[src/rtl/uart_rx_frame_counter_if.sv]
// rtl/uart_rx_frame_counter_if.sv - config inputs and timing/status outputs of the UART RX frame counter
interface uart_rx_frame_counter_if #(parameter int PRESCALE_W = 6);
   logic                  enable;
   logic [PRESCALE_W-1:0] Prescale;
   logic [3:0]            DATA_LEN;
   logic                  PAR_EN;
   logic                  STOP2;
   logic [PRESCALE_W-1:0] edge_cnt;
   logic [3:0]            bit_cnt;
   logic                  sample_stb;
   logic [1:0]            sample_idx;
   logic                  bit_done;
   logic                  frame_done;
   logic                  busy;
   logic                  cfg_err;

   modport master (
      output enable, Prescale, DATA_LEN, PAR_EN, STOP2,
      input  edge_cnt, bit_cnt, sample_stb, sample_idx, bit_done, frame_done, busy, cfg_err
   );

   modport slave (
      input  enable, Prescale, DATA_LEN, PAR_EN, STOP2,
      output edge_cnt, bit_cnt, sample_stb, sample_idx, bit_done, frame_done, busy, cfg_err
   );
endinterface

[src/rtl/uart_rx_frame_counter.sv]
// rtl/uart_rx_frame_counter.sv - per-bit/per-frame timing counter for a UART receiver
module uart_rx_frame_counter #(
   parameter int PRESCALE_W = 6
) (
   input  logic                       CLK,
   input  logic                       RST,
   uart_rx_frame_counter_if.slave     bus
);
   typedef enum logic {IDLE, RUN} state_t;

   state_t                state;
   logic [PRESCALE_W-1:0] p_q;
   logic [PRESCALE_W-1:0] edge_q;
   logic [3:0]            fb_q;
   logic [3:0]            bit_q;
   logic                  err_q;

   logic                  cfg_ok;
   logic [3:0]            frame_bits;
   logic [PRESCALE_W-1:0] p_m1;
   logic [PRESCALE_W-1:0] mid;
   logic [PRESCALE_W-1:0] mid_lo;
   logic [PRESCALE_W-1:0] mid_hi;
   logic                  running;
   logic                  last_edge;
   logic                  last_bit;

   assign cfg_ok     = (bus.Prescale >= PRESCALE_W'(4)) &&
                       (bus.DATA_LEN >= 4'd5) && (bus.DATA_LEN <= 4'd9);
   assign frame_bits = 4'd2 + bus.DATA_LEN + {3'b000, bus.PAR_EN} + {3'b000, bus.STOP2};

   assign p_m1      = p_q - PRESCALE_W'(1);
   assign mid       = p_q >> 1;
   assign mid_lo    = mid - PRESCALE_W'(1);
   assign mid_hi    = mid + PRESCALE_W'(1);
   assign running   = (state == RUN) && bus.enable;
   assign last_edge = (edge_q == p_m1);
   assign last_bit  = (bit_q == fb_q - 4'd1);

   // Three strobes centred on the middle of the bit for majority voting downstream.
   always_comb begin
      bus.sample_stb = 1'b0;
      bus.sample_idx = 2'd0;
      if (running) begin
         if (edge_q == mid_lo) begin
            bus.sample_stb = 1'b1;
            bus.sample_idx = 2'd0;
         end else if (edge_q == mid) begin
            bus.sample_stb = 1'b1;
            bus.sample_idx = 2'd1;
         end else if (edge_q == mid_hi) begin
            bus.sample_stb = 1'b1;
            bus.sample_idx = 2'd2;
         end
      end
   end

   assign bus.bit_done   = running && last_edge;
   assign bus.frame_done = running && last_edge && last_bit;
   assign bus.busy       = (state == RUN);
   assign bus.edge_cnt   = edge_q;
   assign bus.bit_cnt    = bit_q;
   assign bus.cfg_err    = err_q;

   always_ff @(posedge CLK or posedge RST) begin
      if (RST) begin
         state  <= IDLE;
         p_q    <= '0;
         fb_q   <= '0;
         edge_q <= '0;
         bit_q  <= '0;
         err_q  <= 1'b0;
      end else begin
         case (state)
            IDLE: begin
               if (bus.enable && cfg_ok) begin
                  // The latch cycle itself is edge 0 of the start bit.
                  p_q    <= bus.Prescale;
                  fb_q   <= frame_bits;
                  edge_q <= PRESCALE_W'(1);
                  bit_q  <= 4'd0;
                  err_q  <= 1'b0;
                  state  <= RUN;
               end else begin
                  err_q  <= bus.enable;
               end
            end
            RUN: begin
               err_q <= 1'b0;
               if (!bus.enable) begin
                  edge_q <= '0;
                  bit_q  <= 4'd0;
                  state  <= IDLE;
               end else if (last_edge) begin
                  edge_q <= '0;
                  if (last_bit) begin
                     bit_q <= 4'd0;
                     state <= IDLE;
                  end else begin
                     bit_q <= bit_q + 4'd1;
                  end
               end else begin
                  edge_q <= edge_q + PRESCALE_W'(1);
               end
            end
            default: state <= IDLE;
         endcase
      end
   end
endmodule

[src/flat_wrapper.sv]
// flat-port wrapper written by rule: the top's interface ports become plain ports
module uart_rx_frame_counter_flat 
#(
   parameter int PRESCALE_W = 6
)
  (CLK, RST, bus_enable, bus_Prescale, bus_DATA_LEN, bus_PAR_EN, bus_STOP2, bus_edge_cnt, bus_bit_cnt, bus_sample_stb, bus_sample_idx, bus_bit_done, bus_frame_done, bus_busy, bus_cfg_err);
  uart_rx_frame_counter_if #(.PRESCALE_W(PRESCALE_W)) bus_i ();
  input  logic CLK;
  input  logic RST;
  input wire logic [$bits(bus_i.enable)-1:0] bus_enable;
  input wire logic [$bits(bus_i.Prescale)-1:0] bus_Prescale;
  input wire logic [$bits(bus_i.DATA_LEN)-1:0] bus_DATA_LEN;
  input wire logic [$bits(bus_i.PAR_EN)-1:0] bus_PAR_EN;
  input wire logic [$bits(bus_i.STOP2)-1:0] bus_STOP2;
  output wire logic [$bits(bus_i.edge_cnt)-1:0] bus_edge_cnt;
  output wire logic [$bits(bus_i.bit_cnt)-1:0] bus_bit_cnt;
  output wire logic [$bits(bus_i.sample_stb)-1:0] bus_sample_stb;
  output wire logic [$bits(bus_i.sample_idx)-1:0] bus_sample_idx;
  output wire logic [$bits(bus_i.bit_done)-1:0] bus_bit_done;
  output wire logic [$bits(bus_i.frame_done)-1:0] bus_frame_done;
  output wire logic [$bits(bus_i.busy)-1:0] bus_busy;
  output wire logic [$bits(bus_i.cfg_err)-1:0] bus_cfg_err;
  assign bus_i.enable = bus_enable;
  assign bus_i.Prescale = bus_Prescale;
  assign bus_i.DATA_LEN = bus_DATA_LEN;
  assign bus_i.PAR_EN = bus_PAR_EN;
  assign bus_i.STOP2 = bus_STOP2;
  assign bus_edge_cnt = bus_i.edge_cnt;
  assign bus_bit_cnt = bus_i.bit_cnt;
  assign bus_sample_stb = bus_i.sample_stb;
  assign bus_sample_idx = bus_i.sample_idx;
  assign bus_bit_done = bus_i.bit_done;
  assign bus_frame_done = bus_i.frame_done;
  assign bus_busy = bus_i.busy;
  assign bus_cfg_err = bus_i.cfg_err;
  uart_rx_frame_counter #(.PRESCALE_W(PRESCALE_W)) u_core (.CLK(CLK), .RST(RST), .bus(bus_i));
endmodule
[config.mk]
export PLATFORM = sky130hd
export DESIGN_NAME = uart_rx_frame_counter_flat
export DESIGN_NICKNAME = d
export VERILOG_FILES = /design/src/rtl/uart_rx_frame_counter_if.sv /design/src/rtl/uart_rx_frame_counter.sv /design/src/flat_wrapper.sv
export SDC_FILE = /design/constraint.sdc
export NUM_CORES = 1
export LEC_CHECK = 0
export CAP_MARGIN = 15
export CORE_ASPECT_RATIO = 1.25
export CORE_MARGIN = 10
export CORE_UTILIZATION = 50
export DETAILED_ROUTE_END_ITERATION = 12
export GPL_TIMING_DRIVEN = 0
export PLACE_DENSITY = 0.77
export SLEW_MARGIN = 20
export SYNTH_ARGS = -nofsm -noshare
export SYNTH_HDL_FRONTEND = slang
export SYNTH_SLANG_ARGS = --single-unit
[constraint.sdc]
create_clock -name CLK -period 4.5 [get_ports CLK]
set_input_delay 0.9 -clock CLK [delete_from_list [all_inputs] [get_ports CLK]]
set_output_delay 0.9 -clock CLK [all_outputs]
set_load 0.05 [all_outputs]
==> impl_metrics.env <==
export IMPL_status="complete, no violations"
export IMPL_die_x_um=74.3
export IMPL_syn_area_mm2=0.00184
export IMPL_gp_congestion=0.869
export IMPL_tightest_slew_ns=0.837
export IMPL_cts_resized_gates=0
export IMPL_crit_type="in -> out"
export IMPL_cts_max_path_buffers=2
export IMPL_ys_ff_latch=22
export IMPL_critPathBufInv=2
export IMPL_path_delay_family="buffers and inverters"
export IMPL_setup_violations=0
export IMPL_maxSlewHeadroom=0.441
export IMPL_synth_top_cell_by_area="dfrtp_1"
export IMPL_hold_buffers=0
export IMPL_hold_ws_ns=0.560
export IMPL_tns_ns=0
export IMPL_cts_root_buf="clkbuf_8"
export IMPL_firstDrtPassIters=4
export IMPL_cts_tree="done"
export IMPL_slowest_stage="clkdlybuf4s50_1"
export IMPL_ys_flop_type="dfrtp_1"
export IMPL_antenna_found_initial=0
export IMPL_drive_gt1_frac=0.112
export IMPL_finalWirelength_mm=4.35
export IMPL_clk_latency_ns=0.26
export IMPL_period_needed_ns=4.04
export IMPL_grt_usage=0.140
export IMPL_wl_per_cell_um=15.5
export IMPL_ys_seq_area_frac=0.299
export IMPL_maxSlewViolCount=0
export IMPL_cp_common_cell="clkdlybuf4s50_1"
export IMPL_grt_pass1_vias=1700
export IMPL_cts_setup_buffers=0
export IMPL_required_ns=3.60
export IMPL_ys_async_sr_fraction=1.00
export IMPL_ant_nets=0
export IMPL_viasPerCell=5.84
export IMPL_drcViolationCount=0
export IMPL_clk_pin_slew_ns=0.08
export IMPL_syn_avg_cell_area_um2=8.91
export IMPL_synth_top_cell_area_share=0.299
export IMPL_io_pins=32
export IMPL_grt_start_max_net_pins=23
export IMPL_synth_fp_nets=231
export IMPL_initial_core_util=0.525
export IMPL_cts_max_level=1
export IMPL_fin_worst_skew_ns=0.00289
export IMPL_worst_ep_arrival_time_ns=3.14
export IMPL_fin_util=0.643
export IMPL_maxCapViolations=0
export IMPL_cp_max_fo=5
export IMPL_synth_area_leaders="dfrtp_1 (30%), xnor2_1 (7.1%), ha_1 (5.4%)"
export IMPL_drt_iter0_markers=58
export IMPL_hold_violations=0
export IMPL_clock_sinks=22
export IMPL_insertedDiodeCount=0
export IMPL_fmax_ghz=0.248
export IMPL_grt_ovfl_total=0
export IMPL_io_buffers=31
export IMPL_netlist_cell_type_count=51
export IMPL_finalNonFillerCells=281
export IMPL_ys_warn_count=0
export IMPL_core_area_mm2=0.00351
export IMPL_end_kind="output port"
export IMPL_num_rows=24
export IMPL_synth_enable_flop_cells=0
export IMPL_grt_pass1_wl_mm=7.51
export IMPL_die_h_um=87.9
export IMPL_synth_cells=207
export IMPL_dp_cells=277
export IMPL_layout_nets=267
export IMPL_path_cells="clkdlybuf4s50_1, nand2_1, nor3_1, o2111ai_1, a31oi_1, clkdlybuf4s50_1"
export IMPL_dp_hpwl_mm=3.40
export IMPL_p_per_area_mw_per_mm2=589
export IMPL_irDropWorstVdd_v=0.000441
export IMPL_power_leakage_nw=0.936
export IMPL_area_growth_pct=22.5
export IMPL_finalCritPeriodShare=0.898
export IMPL_max_stage_delay_ns=0.83
export IMPL_cts_made_buffers=3
export IMPL_rsz0062_at_grt="no"
export IMPL_die_area_mm2=0.00653
export IMPL_startpoint_type="primary input"
export IMPL_hp_class="reg -> reg"
export IMPL_dr_total_vias=1640
## worst reg2reg max path, stage by stage, from the launching register on
cell and delay (ns):
dfrtp_1 0.47, inv_1 0.18, ha_1 0.26, nor3b_2 0.26, a21oi_1 0.14, o211ai_1 0.38, nor2_1 0.17, o32ai_1 0.28
## cell usage in the layout, fill, tap and decap left out, types with 2 or more instances in the layout
cell type,n
nand2_1,19
nor3b_1,5
clkdlybuf4s50_1,31
xor2_1,10
a21boi_1,2
and3_1,4
buf_6,3
nand3_1,7
inv_1,13
clkbuf_1,2
nor3_1,7
nor2_1,12
ha_1,8
nand2b_1,4
mux2_2,4
or3_1,2
o211ai_1,5
o31ai_1,2
buf_2,7
o21ai_0,7
clkbuf_8,4
nand4_1,4
a21oi_1,9
xnor2_1,15
dfrtp_1,22
a31oi_1,2
a21oi_2,2
nor3b_2,2
nor2b_1,3
o2111ai_1,2
## registers in the layout (all words and copies together) (netlist names)
register,flops
u_core.bus.bit_cnt,4
u_core.bus.busy,1
u_core.bus.cfg_err,1
u_core.bus.edge_cnt,6
u_core.fb_q,4
u_core.p_q,6
## cell type report
class	count	area, µm²
plain buffers	12	76.3
clock buffers	4	55.1
fillers	319	1250
inverters	13	48.8
multi-input cells	160	1170
flip-flops and latches	22	551
well taps	39	48.8
repair buffers	31	310
## Yosys cell counts (4+ instances only)
cell type / number
a21oi_1: 9
and3_1: 4
buf_2: 7
dfrtp_1: 22
ha_1: 8
inv_1: 13
mux2_2: 4
nand2_1: 19
nand2b_1: 4
nand3_1: 7
nand4_1: 4
nor2_1: 12
nor3_1: 7
nor3b_1: 5
o211ai_1: 5
o21ai_0: 7
xnor2_1: 15
xor2_1: 10
## path summary, 6_finish.rpt
| path | startpoint | endpoint | slack [ns] | cells past startpoint |
|---|---|---|---|---|
| max in group asynchronous | RST | u_core.bus.edge_cnt[1] | 2.88 | 2 |
| max reg2reg | u_core.p_q[1] | u_core.bus.edge_cnt[0] | 2.26 | 7 |
| min in group asynchronous | RST | u_core.bus.cfg_err | 1.10 | 2 |
| max | bus_enable | bus_sample_stb | 0.46 | 6 |
| min reg2reg | u_core.fb_q[2] | u_core.fb_q[2] | 0.56 | 1 |
| min | u_core.fb_q[2] | u_core.fb_q[2] | 0.56 | 1 |
## through the flow
stage | instance area, µm² | worst slack, ns | total power (W)
after floorplan | 1840 | 0.974 | 0.000994
after global placement | 2200 | 0.482 | 0.00117
after detailed placement | 2200 | 0.489 | 0.00119
after CTS | 2260 | 0.485 | 0.00133
after global routing | 2260 | 0.318 | 0.00144
final | 2260 | 0.461 | 0.00133
## routing by layer
| metal | GRT usage | up-vias | wire length [µm] |
|---|---|---|---|
| li1 | - | 808 | - |
| met1 | 0.160 | 791 | 1920 |
| met2 | 0.249 | 34 | 2170 |
| met3 | 0.0249 | 7 | 196 |
| met4 | 0.0517 | 0 | 63 |
| met5 | 0 | - | 0 |
## cells by family (layout without fill, tap and decap cells)
group | after synthesis | in the layout | share of synthesized area
simple gates | 74 | 74 | 0.215
compound gates | 47 | 47 | 0.197
xor+xnor | 26 | 26 | 0.132
buf+inv | 25 | 60 | 0.0678
flops | 22 | 22 | 0.299
fa+ha+maj | 9 | 9 | 0.0651
mux | 4 | 4 | 0.0244
## report_power, final
group          switching [W]  internal (W)  total (W)
clock network      0.0000666     0.0000780   0.000145
logic               0.000496      0.000351   0.000847
registers          0.0000748      0.000262   0.000337
total               0.000637      0.000692    0.00133
Power figures use the tool's default switching activity.
